### config.mk
export PLATFORM = sky130hd
export DESIGN_NAME = mem_wb_stage
export DESIGN_NICKNAME = d
export VERILOG_FILES = /design/src/rtl/mem_wb_stage.sv
export SDC_FILE = /design/constraint.sdc
export NUM_CORES = 1
export LEC_CHECK = 0
export CAP_MARGIN = 40
export CORE_AREA = 2 2 165 167
export DETAILED_ROUTE_END_ITERATION = 6
export DIE_AREA = 0 0 167 169
export PLACE_DENSITY = 0.76
export REMOVE_ABC_BUFFERS = 1
export SETUP_SLACK_MARGIN = 0.5
export SYNTH_ARGS = -nofsm -noshare
export SYNTH_HDL_FRONTEND = slang
export SYNTH_SLANG_ARGS = --single-unit
### constraint.sdc
create_clock -name clk -period 2.35 [get_ports clk]
set_input_delay 0.47 -clock clk [delete_from_list [all_inputs] [get_ports clk]]
set_output_delay 0.47 -clock clk [all_outputs]
set_load 0.05 [all_outputs]
### src/rtl/mem_wb_stage.sv
// Memory + writeback back-end: M stage drives DMEM, W stage and tensor buffer share the regfile write port.
// Optional operand-bypass outputs are enabled with `define MEM_WB_FWD_EN.
module mem_wb_stage #(
  parameter int DATA_W      = 64,
  parameter int REG_ADDR_W  = 4,
  parameter int DMEM_ADDR_W = 8
) (
  input  logic                   clk,
  input  logic                   rst_n,
  input  logic                   ex_valid,
  input  logic                   ex_regwrite,
  input  logic                   ex_is_ld,
  input  logic                   ex_is_st,
  input  logic                   ex_is_halt,
  input  logic [REG_ADDR_W-1:0]  ex_rd,
  input  logic [DATA_W-1:0]      ex_result,
  input  logic [DMEM_ADDR_W-1:0] ex_addr,
  input  logic [DATA_W-1:0]      ex_st_data,
  input  logic                   tn_done,
  input  logic [REG_ADDR_W-1:0]  tn_rd,
  input  logic [DATA_W-1:0]      tn_result,
  output logic [DMEM_ADDR_W-1:0] dmem_addr,
  output logic [DATA_W-1:0]      dmem_wdata,
  output logic                   dmem_wena,
  input  logic [DATA_W-1:0]      dmem_rdata,
  output logic                   wb_wena,
  output logic [REG_ADDR_W-1:0]  wb_rd,
  output logic [DATA_W-1:0]      wb_wdata,
  output logic                   stall_req,
  output logic                   halted,
  output logic                   tbuf_ovf
`ifdef MEM_WB_FWD_EN
  ,
  output logic                   fwd_m_valid,
  output logic [REG_ADDR_W-1:0]  fwd_m_rd,
  output logic [DATA_W-1:0]      fwd_m_data,
  output logic                   fwd_w_valid,
  output logic [REG_ADDR_W-1:0]  fwd_w_rd,
  output logic [DATA_W-1:0]      fwd_w_data
`endif
);

  logic                   m_valid, m_regwrite, m_is_ld, m_is_st, m_is_halt;
  logic [REG_ADDR_W-1:0]  m_rd;
  logic [DATA_W-1:0]      m_result, m_st_data;
  logic [DMEM_ADDR_W-1:0] m_addr;
  logic                   w_valid, w_regwrite, w_is_ld, w_is_halt;
  logic [REG_ADDR_W-1:0]  w_rd;
  logic [DATA_W-1:0]      w_result;
  logic                   tbuf_valid;
  logic [REG_ADDR_W-1:0]  tbuf_rd;
  logic [DATA_W-1:0]      tbuf_data;
  logic                   halt_seen, halt_pend;
  logic                   ex_take, w_wr, w_halt;

  // once a halt reaches M nothing further is accepted from EX
  assign ex_take = ex_valid & ~halt_seen & ~(m_valid & m_is_halt);
  assign w_wr    = w_valid & w_regwrite;
  assign w_halt  = w_valid & w_is_halt;

  always_ff @(posedge clk or negedge rst_n) begin
    if (!rst_n) begin
      m_valid    <= 1'b0;
      m_regwrite <= 1'b0;
      m_is_ld    <= 1'b0;
      m_is_st    <= 1'b0;
      m_is_halt  <= 1'b0;
      m_rd       <= '0;
      m_result   <= '0;
      m_addr     <= '0;
      m_st_data  <= '0;
      w_valid    <= 1'b0;
      w_regwrite <= 1'b0;
      w_is_ld    <= 1'b0;
      w_is_halt  <= 1'b0;
      w_rd       <= '0;
      w_result   <= '0;
    end else begin
      m_valid    <= ex_take;
      m_regwrite <= ex_take & ex_regwrite;
      m_is_ld    <= ex_take & ex_is_ld;
      m_is_st    <= ex_take & ex_is_st;
      m_is_halt  <= ex_take & ex_is_halt;
      m_rd       <= ex_rd;
      m_result   <= ex_result;
      m_addr     <= ex_addr;
      m_st_data  <= ex_st_data;
      w_valid    <= m_valid;
      w_regwrite <= m_regwrite & ~m_is_st;
      w_is_ld    <= m_is_ld;
      w_is_halt  <= m_is_halt;
      w_rd       <= m_rd;
      w_result   <= m_result;
    end
  end

  // tensor buffer: captures a tn_done that lost to W, drains on the first free cycle
  always_ff @(posedge clk or negedge rst_n) begin
    if (!rst_n) begin
      tbuf_valid <= 1'b0;
      tbuf_rd    <= '0;
      tbuf_data  <= '0;
      tbuf_ovf   <= 1'b0;
    end else begin
      if (tn_done && tbuf_valid)
        tbuf_ovf <= 1'b1;
      if (tbuf_valid) begin
        if (!w_wr)
          tbuf_valid <= 1'b0;
      end else if (tn_done && w_wr) begin
        tbuf_valid <= 1'b1;
        tbuf_rd    <= tn_rd;
        tbuf_data  <= tn_result;
      end
    end
  end

  always_ff @(posedge clk or negedge rst_n) begin
    if (!rst_n) begin
      halt_seen <= 1'b0;
      halt_pend <= 1'b0;
      halted    <= 1'b0;
    end else begin
      halt_seen <= halt_seen | (m_valid & m_is_halt);
      halt_pend <= halt_pend | w_halt;
      halted    <= halted | ((halt_pend | w_halt) & ~tbuf_valid);
    end
  end

  always_comb begin
    wb_wena  = 1'b0;
    wb_rd    = '0;
    wb_wdata = '0;
    if (!halted) begin
      if (w_wr) begin
        wb_wena  = 1'b1;
        wb_rd    = w_rd;
        wb_wdata = w_is_ld ? dmem_rdata : w_result;
      end else if (tbuf_valid) begin
        wb_wena  = 1'b1;
        wb_rd    = tbuf_rd;
        wb_wdata = tbuf_data;
      end else if (tn_done) begin
        wb_wena  = 1'b1;
        wb_rd    = tn_rd;
        wb_wdata = tn_result;
      end
    end
  end

  assign dmem_addr  = m_addr;
  assign dmem_wdata = m_st_data;
  assign dmem_wena  = m_valid & m_is_st & ~halted;
  assign stall_req  = tbuf_valid;

`ifdef MEM_WB_FWD_EN
  // load data only exists in W, so M never forwards a load
  assign fwd_m_valid = m_valid & m_regwrite & ~m_is_ld & ~m_is_st;
  assign fwd_m_rd    = fwd_m_valid ? m_rd : '0;
  assign fwd_m_data  = fwd_m_valid ? m_result : '0;
  assign fwd_w_valid = wb_wena & w_wr;
  assign fwd_w_rd    = fwd_w_valid ? wb_rd : '0;
  assign fwd_w_data  = fwd_w_valid ? wb_wdata : '0;
`endif

endmodule

# After elaboration in Yosys (flattened, before gate mapping)
# Index checks and enable logic that the tools add are counted.
classes:
  n_mux: 16
  n_bitwise: 21
  n_reduce_logical: 3
op_table:
  columns: ["cell", "n"]
  rows:
  - ["two-way mux 64 bit", 5]
  - ["two-way mux 4 bit", 4]
  - ["bitwise AND 1 bit", 13]
  - ["two-way mux 1 bit", 7]
  - ["inverter 1 bit", 5]
  - ["bitwise OR 1 bit", 3]
  - ["logical AND 1 bit", 2]
  - ["AND reduction 2 bit", 1]
totals:
  elab_cells: 62
  output_inout_bits: 145
  input_bits: 280
  reg_bits: 290

# Depth between registers and ports, before layout
# Gate-level depths: netlist of run 1.
depth:
  ltp_word: 4
  depth_mapped: 6
  mapped_depth_nobuf: 2

# Worst setup path after synthesis of run 1
# OpenSTA, ideal clock, no wires.
synth_timing:
  kind: "flip-flop to output port"
  startpoint: "register tbuf_valid (netlist: stall_req)"
  endpoint: "output port wb_wdata[10]"
  path_buffers: 2
  stages_incl_launch_ff: 5
  required_time_ps: 1880
  t_arrival_ps: 2473
  setup_slack_ps: -593
  path_cell_list: "dfrtp_1 -> buf_2 -> buf_2 -> a22oi_1 -> a221oi_1"
synth_via:
  elab_chain_len: 3
synth_lines:
  columns: ["item", "line", "source"]
  rows:
  - ["start, declared", "50", "logic tbuf_valid;"]
  - ["start signal, assigned", "100", "tbuf_valid <= 1'b0;"]
  - ["start signal, assigned", "109", "tbuf_valid <= 1'b0;"]
  - ["start signal, assigned", "111", "tbuf_valid <= 1'b1;"]
  - ["two-way mux 64 bit", "139", "end else if (tbuf_valid) begin"]
  - ["two-way mux 64 bit", "135", "if (w_wr) begin"]
  - ["two-way mux 64 bit", "134", "if (!halted) begin"]
  - ["end, declared", "28", "output logic [DATA_W-1:0] wb_wdata,"]
# Every way passes these cells.

# Worst setup path in the final report of run 1
layout_timing:
  startpoint: "register tbuf_valid (netlist: stall_req)"
  endpoint: "output port wb_wdata[40]"
# Same word-level chain as after synthesis.

==> key figures, run 1 <==
Worst setup path
  • Crit path to: wb_wdata[40]
  • Worst Reg-to-Reg Cells: 9
  • Worst-path maximum fanout: 49
  • CP cell instances: buf_12, nand3b_1, a221oi_2, buf_6
  • Required @ worst endpoint: around 1.9 ns
  • CP peak stage delay: roughly 0.54 ns
  • CP startpoint: stall_req$_DFF_PN0_
  • Setup crit end kind: output port
  • CP Data Arrival Time: 2.08 ns
  • R2r setup slk: approximately 0.3 ns
  • CP max stage cell: dfrtp_4
  • RR Startpoint: w_valid$_DFF_PN0_
  • Reg-to-Reg End: tbuf_data[8]$_DFFE_PN0P_
  • Worst setup path class: reg2out
  • CP startpoint kind: flip-flop

Floorplan
  • Die footprint: 0.02822 sq mm
  • Row Count: 60
  • Die Wd: approximately 170 um
  • Initial Util: approximately two fifths
  • IO Count: ~430
  • Core Region: 0.02650 sq mm
  • Die height: roughly 170 um

Timing
  • Rel. slew slack: 72.06%
  • Setup violations, final: ~70
  • Least-Margin Pin Slew: around 0.42 ns
  • Unrepaired setup endpoints after global routing: yes
  • Final clock skew: 0.01735 ns
  • Slew Limit Fails: 0
  • Max Clock Freq: roughly 0.4 GHz
  • Setup slack after layout: -0.1969 ns
  • Period utilisation layout: 108.4%
  • Hold_ws: roughly 0.34 ns
  • Period minus WS final: between 2 and 3 ns
  • Final Hold Vio Count: 0

Routing
  • Pre-Repair DR Iteration Count: 5
  • Post-DR wirelength/cell: around 25 um
  • Vias per Instance: ~5.5
  • Antenna Violating Nets Remaining: 0
  • Vias: between 8000 and 9000
  • Routed WL: 39.15 mm
  • 1st-iter DRT viols: around 530
  • # DRC: 0

Synthesis
  • Count of cell types in the netlist: 22
  • Ranking of synthesized cells by area: dfrtp_1, mux2i_1, mux2_2, a22oi_1, nand3b_1
  • Syn_area_per_cell: ~15 sq um
  • Synth Area in Adders: 0%
  • Xor and xnor area share after synthesis: 0%
  • #FFs+latches synth: 290
  • Synth top area share: 66.55%
  • Mapped Area: 0.01090 sq mm
  • Simple-gate portion of the synthesized area: under 10%
  • Syn Inst Count: between 700 and 800
  • Synth warn: 0
  • Register area share after synthesis: 66.55%
  • Mux contribution to synthesized area: 12.90%
  • Largest family of logic cells by synthesized area: multiplexers
  • Post-synthesis compound-gate area fraction: a little under an eighth
  • Area leader, netlist: dfrtp_1

Clock network
  • Root Buffer: clkbuf_16
  • Latest clock arrival within the worst-skew pair: between 0.5 and 0.6 ns
  • CTS tree: yes
  • H-tree levels: 1
  • Clock sink total: slightly below 300
  • TritonCTS buffer count: 30
  • Maximum clock path buffer count: 3
  • Worst-path clk slew: roughly 0.06 ns

Worst hold path
  • Hold Path Class: reg2reg

Status
  • Failing checks: setup timing
  • Status: finished with violations

Global routing
  • Total congestion overflow: 0
  • Antenna violations before repair: 6
  • Vias in the first global route: roughly 9100
  • First-pass GRT wire length: approximately 55 mm
  • Gr usage total: approximately 26%
  • Pin count of the biggest net entering global routing: 63

Power and ir drop
  • Switching Fraction: between 20% and 30%
  • Final Power: around 14 mW
  • Flop pwr share: a little over two fifths
  • Cell internal pwr: between 10 and 15 mW
  • NetSw: around 3.5 mW
  • Power per cell area: 769.5 mW/mm^2
  • LEAKAGE: 7.619 nW
  • Power share of the combinational group: between 10% and 20%
  • Clk network pwr share: between 30 and 40%
  • VDD IR max: approximately 0.00074 V

Finish
  • Layout area overhead: 66.51%
  • Nets@finish: 1453
  • Most frequent cells in the layout: dfrtp_1, clkdlybuf4s50_1, nand3b_1, clkdlybuf4s15_2, a22oi_1
  • Most common cell after layout, fill and taps aside: dfrtp_1
  • Layout cells sized above 1: between 30% and 40%

Placed design
  • Pre-CTS setup slack: about 0.21 ns
  • Detail Placement HPWL: 22.59 mm
  • Final Wtd Congestion: between 0.8 and 0.9
  • PortBufs: about 420

Run
  • Max_cap viols: 0
==> what timing repair did <==
action / CTS / global route
resized for setup: 346 / 70
gates cloned: 9 / 11
setup buffers: 12 / 10
pin swaps: 17 / 15
hold endpoints to repair: 42 / 0
hold buffers: 1 / 0
setup endpoints to repair: 204 / 145
==> power groups by stage <==
stage / sequential, mW / combinational, mW / clock (mW)
final: 5.94 / 2.78 / 5.25
after global routing: 6.00 / 2.93 / 5.59
after CTS: 5.91 / 2.61 / 5.35
after detailed placement: 5.97 / 2.07 / 0
after global placement: 5.94 / 2.03 / 0
after floorplan: 6.28 / 0.634 / 0
==> cell usage after synthesis, drive strengths merged <==
library cell    n
nand2           2
a21o            3
mux2           68
clkbuf         29
buf            40
a21oi           2
a221oi         68
inv             6
mux2i          64
and3            4
nand4b          1
nand3b         68
nor2            3
and2            2
a22oi          68
nor2b           1
dfrtp         290
==> per-stage QoR <==
stage | TNS [ns] | instances | cell area, sq um | utilization (%)
2_1_floorplan | -226.37 | 650 | 10550 | -
3_3_place_gp | 0 | 1438 | 15440 | 58.25
3_5_place_dp | 0 | 1439 | 15460 | 58.32
4_1_cts | -9.841 | 1516 | 17550 | 66.22
5_1_grt | -14.02 | 1543 | 18150 | 68.50
6_report | -8.553 | 1544 | 18160 | 68.51
==> worst min path at each step <==
stage,start,to,slack [ns],depth (start not counted)
global route,ex_result[36],m_result[36]$_DFF_PN0_,0.33,1
detailed placement,m_rd[2]$_DFF_PN0_,w_rd[2]$_DFF_PN0_,0.33,0
finish,m_result[29]$_DFF_PN0_,w_result[29]$_DFF_PN0_,0.34,0
global placement,m_result[4]$_DFF_PN0_,w_result[4]$_DFF_PN0_,0.33,0
floorplan,rst_n,dmem_addr[0]$_DFF_PN0_,0.17,0
CTS,ex_result[19],m_result[19]$_DFF_PN0_,0.33,1
==> registers in the layout, summed over array words and instances (netlist names), 4 cells and up <==
register / count
w_result: 64
m_rd: 4
dmem_wdata: 64
m_result: 64
tbuf_data: 64
dmem_addr: 8
w_rd: 4
tbuf_rd: 4
==> routing by layer <==
metal	global-route usage, %	vias to the layer above	routed length, um
met5	0	-	0
met4	11.43	0	1449
met3	7.178	93	3058
met2	44.27	450	20100
met1	30.89	4355	14540
li1	-	3620	-
==> cells by family (layout without fill, tap and decap cells) <==
group           Yosys count  after routing
compound gates          141            141
buf+inv                  75            551
flops                   290            290
mux                     132            132
other cells               0              7
simple gates             81             82
==> final cells by class <==
class	instances	area (sq um)
Sequential cell	290	7271
Timing Repair Buffer	490	5532
Fill cell	1841	8344
Antenna cell	7	17.52
Clock inverter	14	230.2
Tap cell	341	426.7
Clock buffer	41	893.4
Inverter	6	22.52
Multi-Input combinational cell	355	3764
==> critical path: cells and delay by family (launching register included) <==
family	cells	cell delay (ns)
and+or+nand+nor	1	0.22
buffers and inverters	2	0.41
DFF	1	0.54
AOI/OAI and AO/OA	1	0.33
Power figures use the tool's default switching activity.
==> run 2: changes to the inputs <==
--- a/config.mk
+++ b/config.mk
@@ -5,11 +5,13 @@
 export SDC_FILE = /design/constraint.sdc
 export NUM_CORES = 1
 export LEC_CHECK = 0
-export CAP_MARGIN = 40
-export CORE_AREA = 2 2 165 167
+export CELL_PAD_IN_SITES_DETAIL_PLACEMENT = 1
+export CELL_PAD_IN_SITES_GLOBAL_PLACEMENT = 2
+export CORE_ASPECT_RATIO = 1.25
+export CORE_MARGIN = 2
+export CORE_UTILIZATION = 31
 export DETAILED_ROUTE_END_ITERATION = 6
-export DIE_AREA = 0 0 167 169
-export PLACE_DENSITY = 0.76
+export PLACE_DENSITY_LB_ADDON = 0.1
 export REMOVE_ABC_BUFFERS = 1
 export SETUP_SLACK_MARGIN = 0.5
 export SYNTH_ARGS = -nofsm -noshare
==> key figures, run 2 (synthesis results as in run 1) <==
Timing
  • Final clock skew: 0.01518 ns (was 0.01735 ns)
  • Unrepaired setup endpoints after global routing: yes (unchanged)
  • Setup slack after layout: -0.2536 ns (was -0.1969 ns)
  • Setup violations, final: 68 (unchanged)
  • Period minus WS final: 2.604 ns (was 2.547 ns)
  • Hold_ws: 0.3349 ns (was 0.3405 ns)
  • Least-Margin Pin Slew: 0.4609 ns (was 0.4191 ns)
  • Rel. slew slack: 69.27% (was 72.06%)
  • Slew Limit Fails: 0 (unchanged)
  • Max Clock Freq: 0.3841 GHz (was 0.3926 GHz)
  • Period utilisation layout: 110.8% (was 108.4%)
  • Final Hold Vio Count: 0 (unchanged)

Clock network
  • CTS tree: yes (unchanged)
  • Latest clock arrival within the worst-skew pair: 0.57 ns (was 0.55 ns)
  • Worst-path clk slew: 0.06 ns (about the same)
  • Root Buffer: clkbuf_16 (unchanged)
  • Clock sink total: 290 (unchanged)
  • H-tree levels: 1 (unchanged)
  • Maximum clock path buffer count: 3 (unchanged)
  • TritonCTS buffer count: 31 (was 30)

Worst setup path
  • Worst setup path class: reg2out (unchanged)
  • CP startpoint kind: flip-flop (unchanged)
  • CP peak stage delay: 0.45 ns (was 0.54 ns)
  • CP delay by family, top: buffers and inverters (was flip-flops)
  • CP Data Arrival Time: 2.13 ns (was 2.08 ns)
  • CP max stage cell: dfrtp_4 (unchanged)
  • Worst-path maximum fanout: 10 (was 49)
  • CP cell instances: buf_8, bufbuf_16, a22oi_1, a221oi_2, buf_6 (was buf_12, nand3b_1, a221oi_2, buf_6)
  • Required @ worst endpoint: 1.88 ns (about the same)
  • Buf+Inv Stages, Crit Path: 3 (was 2)
  • Setup crit end kind: output port (unchanged)

Status
  • Status: finished with violations (unchanged)
  • Failing checks: setup timing (unchanged)

Finish
  • Most frequent cells in the layout: dfrtp_1, clkdlybuf4s50_1, buf_6 (was dfrtp_1, clkdlybuf4s50_1, nand3b_1, clkdlybuf4s15_2, a22oi_1)
  • Most common cell after layout, fill and taps aside: dfrtp_1 (unchanged)
  • Final Non-Filler Cells: 1677 (was 1544)
  • Layout area overhead: 70.66% (was 66.51%)
  • Nets@finish: 1466 (was 1453)
  • Util after Layout: 53.76% (was 68.51%)
  • Layout cells sized above 1: 35.16% (was 33.95%)

Worst hold path
  • Hold Path Class: in2reg (was reg2reg)

Routing
  • # DRC: 0 (unchanged)
  • Pre-Repair DR Iteration Count: 4 (was 5)
  • Vias: 8288 (was 8518)
  • 1st-iter DRT viols: 362 (was 534)
  • Antenna Violating Nets Remaining: 0 (unchanged)
  • Routed WL: 41.80 mm (was 39.15 mm)
  • Post-DR wirelength/cell: 24.93 um (was 25.35 um)
  • Vias per Instance: 4.942 (was 5.517)

Power and ir drop
  • VDD IR max: 0.0006977 V (was 0.0007358 V)
  • Power per cell area: 733.7 mW/mm^2 (was 769.5 mW/mm^2)
  • LEAKAGE: 7.714 nW (was 7.619 nW)

Floorplan
  • Initial Util: 31.50% (was 41.15%)
  • Die height: 213.7 um (was 169 um)
  • IO Count: 425 (unchanged)
  • Die footprint: 0.03670 sq mm (was 0.02822 sq mm)
  • Core Region: 0.03461 sq mm (was 0.02650 sq mm)
  • Die Wd: 171.8 um (was 167 um)
  • Row Count: 76 (was 60)

Global routing
  • Vias in the first global route: 9630 (was 9120)
  • Total congestion overflow: 0 (unchanged)
  • Antenna violations before repair: 3 (was 6)
  • Pin count of the biggest net entering global routing: 70 (was 63)
  • Gr usage total: 21.82% (was 25.95%)
  • First-pass GRT wire length: 59.55 mm (was 55.48 mm)

Placed design
  • PortBufs: 424 (unchanged)
  • Final Wtd Congestion: 0.7601 (was 0.8505)
  • Detail Placement HPWL: 26.13 mm (was 22.59 mm)
  • Pre-CTS setup slack: 0.1224 ns (was 0.2085 ns)
  • Placed Cells: 1577 (was 1439)

Run
  • Max_cap viols: 0 (unchanged)
==> run 2: cell count changes in the layout (fill, tap and decap cells not counted), moves of 6 or more <==
cell and delta:
a221oi_2 +11, clkbuf_16 -6, buf_8 +6, mux2_4 +12
buf_12 +7, buf_6 +23, mux2_2 -11, buf_4 -17
a221oi_1 -16
==> run 2: final timing paths <==
check / startpoint / end / slack [ns] / cells after the start
hold / removal: ex_st_data[60] / dmem_wdata[60]$_DFF_PN0_ / 0.33 / 1
setup reg to reg: w_valid$_DFF_PN0_ / tbuf_data[20]$_DFFE_PN0P_ / 0.33 / 8
min in group asynchronous: rst_n / dmem_wdata[3]$_DFF_PN0_ / 0.43 / 2
max in group asynchronous: rst_n / w_is_ld$_DFF_PN0_ / 1.09 / 3
hold reg to reg: m_result[43]$_DFF_PN0_ / w_result[43]$_DFF_PN0_ / 0.33 / 0
setup / recovery: stall_req$_DFF_PN0_ / wb_wdata[35] / -0.25 / 5
==> run 2: per-layer routing <==
| layer | part of all wire [%] | GRT usage (%) | up-vias |
|---|---|---|---|
| li1 | - | - | 3624 |
| met1 | 36 | 24.05 | 4273 |
| met2 | 54 | 40.17 | 328 |
| met3 | 7.8 | 6.460 | 63 |
| met4 | 2.9 | 6.810 | 0 |
| met5 | 0 | 0 | - |
==> run 2: what timing repair did <==
item	CTS	global route
hold buffers	1	0
endpoints found under the hold margin	53	0
pin swaps	7	13
setup buffers	18	11
gates resized for setup	383	102
cloned	9	5
setup endpoints to repair	213	82
==> run 2: stage by stage <==
stage / total power [mW] / instance area (sq um) / setup TNS [ns]
5_1_grt: 14.27 / 18610 / -17.08
6_report: 13.65 / 18610 / -11.85
4_1_cts: 13.38 / 17960 / -14.49
2_1_floorplan: 6.916 / 10550 / -226.37
3_3_place_gp: 8.034 / 15700 / 0
3_5_place_dp: 8.098 / 15700 / 0
==> run 2: cell type report <==
| cell class | count | area, sq um |
|---|---|---|
| clock buffers | 41 | 873.3 |
| clock inverters | 12 | 166.4 |
| multi-input cells | 355 | 3939 |
| inverters | 6 | 22.52 |
| repair buffers | 502 | 5744 |
| diodes | 3 | 7.507 |
| well taps | 468 | 585.6 |
| flip-flops and latches | 290 | 7271 |
| fillers | 3335 | 16000 |
==> run 2: power breakdown <==
group,internal [mW],total (mW),switching (mW)
Clock,3.02,5.06,2.04
Combinational,1.47,2.66,1.19
Sequential,5.62,5.93,0.316
Total,10.1,13.7,3.55
==> run 3: changes to the inputs <==
--- a/config.mk
+++ b/config.mk
@@ -14,6 +14,7 @@
 export PLACE_DENSITY_LB_ADDON = 0.1
 export REMOVE_ABC_BUFFERS = 1
 export SETUP_SLACK_MARGIN = 0.5
+export SKIP_LAST_GASP = 1
 export SYNTH_ARGS = -nofsm -noshare
 export SYNTH_HDL_FRONTEND = slang
 export SYNTH_SLANG_ARGS = --single-unit
==> key figures, run 3 (synthesis results as in run 1) <==
Status
  • Status: finished with violations (unchanged)
  • Failing checks: setup timing (unchanged)

Placed design
  • PortBufs: 424 (unchanged)
  • Pre-CTS setup slack: 0.1224 ns (unchanged)
  • Detail Placement HPWL: 26.13 mm (unchanged)
  • Final Wtd Congestion: 0.7601 (unchanged)
  • Placed Cells: 1577 (unchanged)

Timing
  • Unrepaired setup endpoints after global routing: yes (unchanged)
  • Period minus WS final: 2.585 ns (was 2.604 ns)
  • Max Clock Freq: 0.3868 GHz (was 0.3841 GHz)
  • Slew Limit Fails: 0 (unchanged)
  • Setup violations, final: 68 (unchanged)
  • Final clock skew: 0.01209 ns (was 0.01518 ns)
  • Least-Margin Pin Slew: 0.4579 ns (was 0.4609 ns)
  • Setup slack after layout: -0.2353 ns (was -0.2536 ns)
  • Hold_ws: 0.3347 ns (was 0.3349 ns)
  • Period utilisation layout: 110.0% (was 110.8%)
  • Rel. slew slack: 69.48% (was 69.27%)
  • Final Hold Vio Count: 0 (unchanged)

Floorplan
  • Core Region: 0.03461 sq mm (unchanged)
  • Die height: 213.7 um (unchanged)
  • Die Wd: 171.8 um (unchanged)
  • IO Count: 425 (unchanged)
  • Initial Util: 31.50% (unchanged)
  • Row Count: 76 (unchanged)
  • Die footprint: 0.03670 sq mm (unchanged)

Clock network
  • Latest clock arrival within the worst-skew pair: 0.58 ns (was 0.57 ns)
  • H-tree levels: 1 (unchanged)
  • Worst-path clk slew: 0.06 ns (about the same)
  • TritonCTS buffer count: 31 (unchanged)
  • Maximum clock path buffer count: 3 (unchanged)
  • Root Buffer: clkbuf_16 (unchanged)
  • Clock sink total: 290 (unchanged)
  • CTS tree: yes (unchanged)

Global routing
  • Antenna violations before repair: 4 (was 3)
  • First-pass GRT wire length: 59.55 mm (unchanged)
  • Total congestion overflow: 0 (unchanged)
  • Vias in the first global route: 9630 (unchanged)
  • Pin count of the biggest net entering global routing: 70 (unchanged)
  • Gr usage total: 21.82% (unchanged)

Finish
  • Most common cell after layout, fill and taps aside: dfrtp_1 (unchanged)
  • Fillers: 3357 (was 3335)
  • Most frequent cells in the layout: dfrtp_1, clkdlybuf4s50_1, buf_6 (unchanged)
  • Nets@finish: 1466 (unchanged)
  • Util after Layout: 52.96% (was 53.76%)
  • Layout area overhead: 68.10% (was 70.66%)
  • Layout cells sized above 1: 33.83% (was 35.16%)
  • Final Non-Filler Cells: 1677 (unchanged)

Power and ir drop
  • LEAKAGE: 7.411 nW (was 7.714 nW)
  • Power per cell area: 728.9 mW/mm^2 (was 733.7 mW/mm^2)
  • VDD IR max: 0.0006954 V (was 0.0006977 V)
  • Final Power: 13.36 mW (was 13.65 mW)

Routing
  • # DRC: 0 (unchanged)
  • Routed WL: 41.28 mm (was 41.80 mm)
  • Vias: 8273 (was 8288)
  • Post-DR wirelength/cell: 24.62 um (was 24.93 um)
  • 1st-iter DRT viols: 290 (was 362)
  • Pre-Repair DR Iteration Count: 6 (was 4)
  • Antenna Violating Nets Remaining: 0 (unchanged)
  • Vias per Instance: 4.933 (was 4.942)

Worst setup path
  • Worst-path maximum fanout: 8 (was 10)
  • CP peak stage delay: 0.51 ns (was 0.45 ns)
  • Setup crit end kind: output port (unchanged)
  • CP Data Arrival Time: 2.12 ns (was 2.13 ns)
  • CP startpoint kind: flip-flop (unchanged)
  • Worst setup path class: reg2out (unchanged)
  • Required @ worst endpoint: 1.88 ns (about the same)
  • CP cell instances: buf_8, buf_12, nand3b_1, a221oi_2, buf_6 (was buf_8, bufbuf_16, a22oi_1, a221oi_2, buf_6)
  • CP max stage cell: dfrtp_4 (unchanged)

Worst hold path
  • Hold Path Class: in2reg (unchanged)

Run
  • Max_cap viols: 0 (unchanged)
## run 3: cell counts in the layout (fill, tap and decap cells not counted)
Identical to the previous run, type by type.
## run 3: path summary, 6_finish.rpt
kind                       cells after the start  slack, ns                        end                   start
setup / recovery                               5      -0.24                wb_wdata[0]     stall_req$_DFF_PN0_
hold / removal                                 1       0.33   dmem_wdata[60]$_DFF_PN0_          ex_st_data[60]
setup reg to reg                               8       0.31  tbuf_data[41]$_DFFE_PN0P_       w_valid$_DFF_PN0_
hold reg to reg                                0       0.34     w_result[43]$_DFF_PN0_  m_result[43]$_DFF_PN0_
max in group asynchronous                      3       1.10          w_is_ld$_DFF_PN0_                   rst_n
min in group asynchronous                      2       0.43    dmem_wdata[3]$_DFF_PN0_                   rst_n
## run 3: per-stage QoR
step,instance area [sq um],setup TNS (ns)
finish,18330,-12.06
global route,18330,-17.16
floorplan,10550,-226.37
CTS,17960,-14.49
detailed placement,15700,0
global placement,15700,0
## run 3: area by class of cell
| class | instances | area (sq um) | area share (%) |
|---|---|---|---|
| timing repair buffer | 502 | 5705 | 31.13 |
| tap | 468 | 585.6 | 3.195 |
| multi-input combinational | 355 | 3699 | 20.18 |
| sequential | 290 | 7271 | 39.67 |
| inverter | 6 | 22.52 | 0.1229 |
| antenna | 3 | 7.507 | 0.04096 |
| clock buffer | 41 | 873.3 | 4.765 |
| clock inverter | 12 | 166.4 | 0.9079 |
## run 3: worst max-delay path, delay by kind of cell, from the launching register on
family	cells	cell delay, ns
AO/OA/AOI/OAI	1	0.35
buffers and inverters	3	0.50
flip-flops	1	0.51
AND/OR/NAND/NOR	1	0.18
## run 3: repair_timing
action                                 CTS  global route
gates resized for setup                382            30
cloned                                   9             5
pin swaps                                7            13
buffers inserted                        18            11
endpoints found under the hold margin   53             0
hold buffers                             1             0
setup endpoints to repair              213            80
## run 3: layer usage
metal,wire (um),up-vias,GRT usage [%]
li1,-,3624,-
met1,14660,4248,24.05
met2,22000,332,40.17
met3,3326,69,6.460
met4,1300,0,6.810
met5,0,-,0
## run 3: power by group
| group | total, mW | switching [mW] | internal, mW | leakage [nW] |
|---|---|---|---|---|
| clock network | 5.06 | 2.04 | 3.02 | 0.514 |
| logic | 2.40 | 1.16 | 1.23 | 3.44 |
| registers | 5.91 | 0.291 | 5.62 | 3.46 |
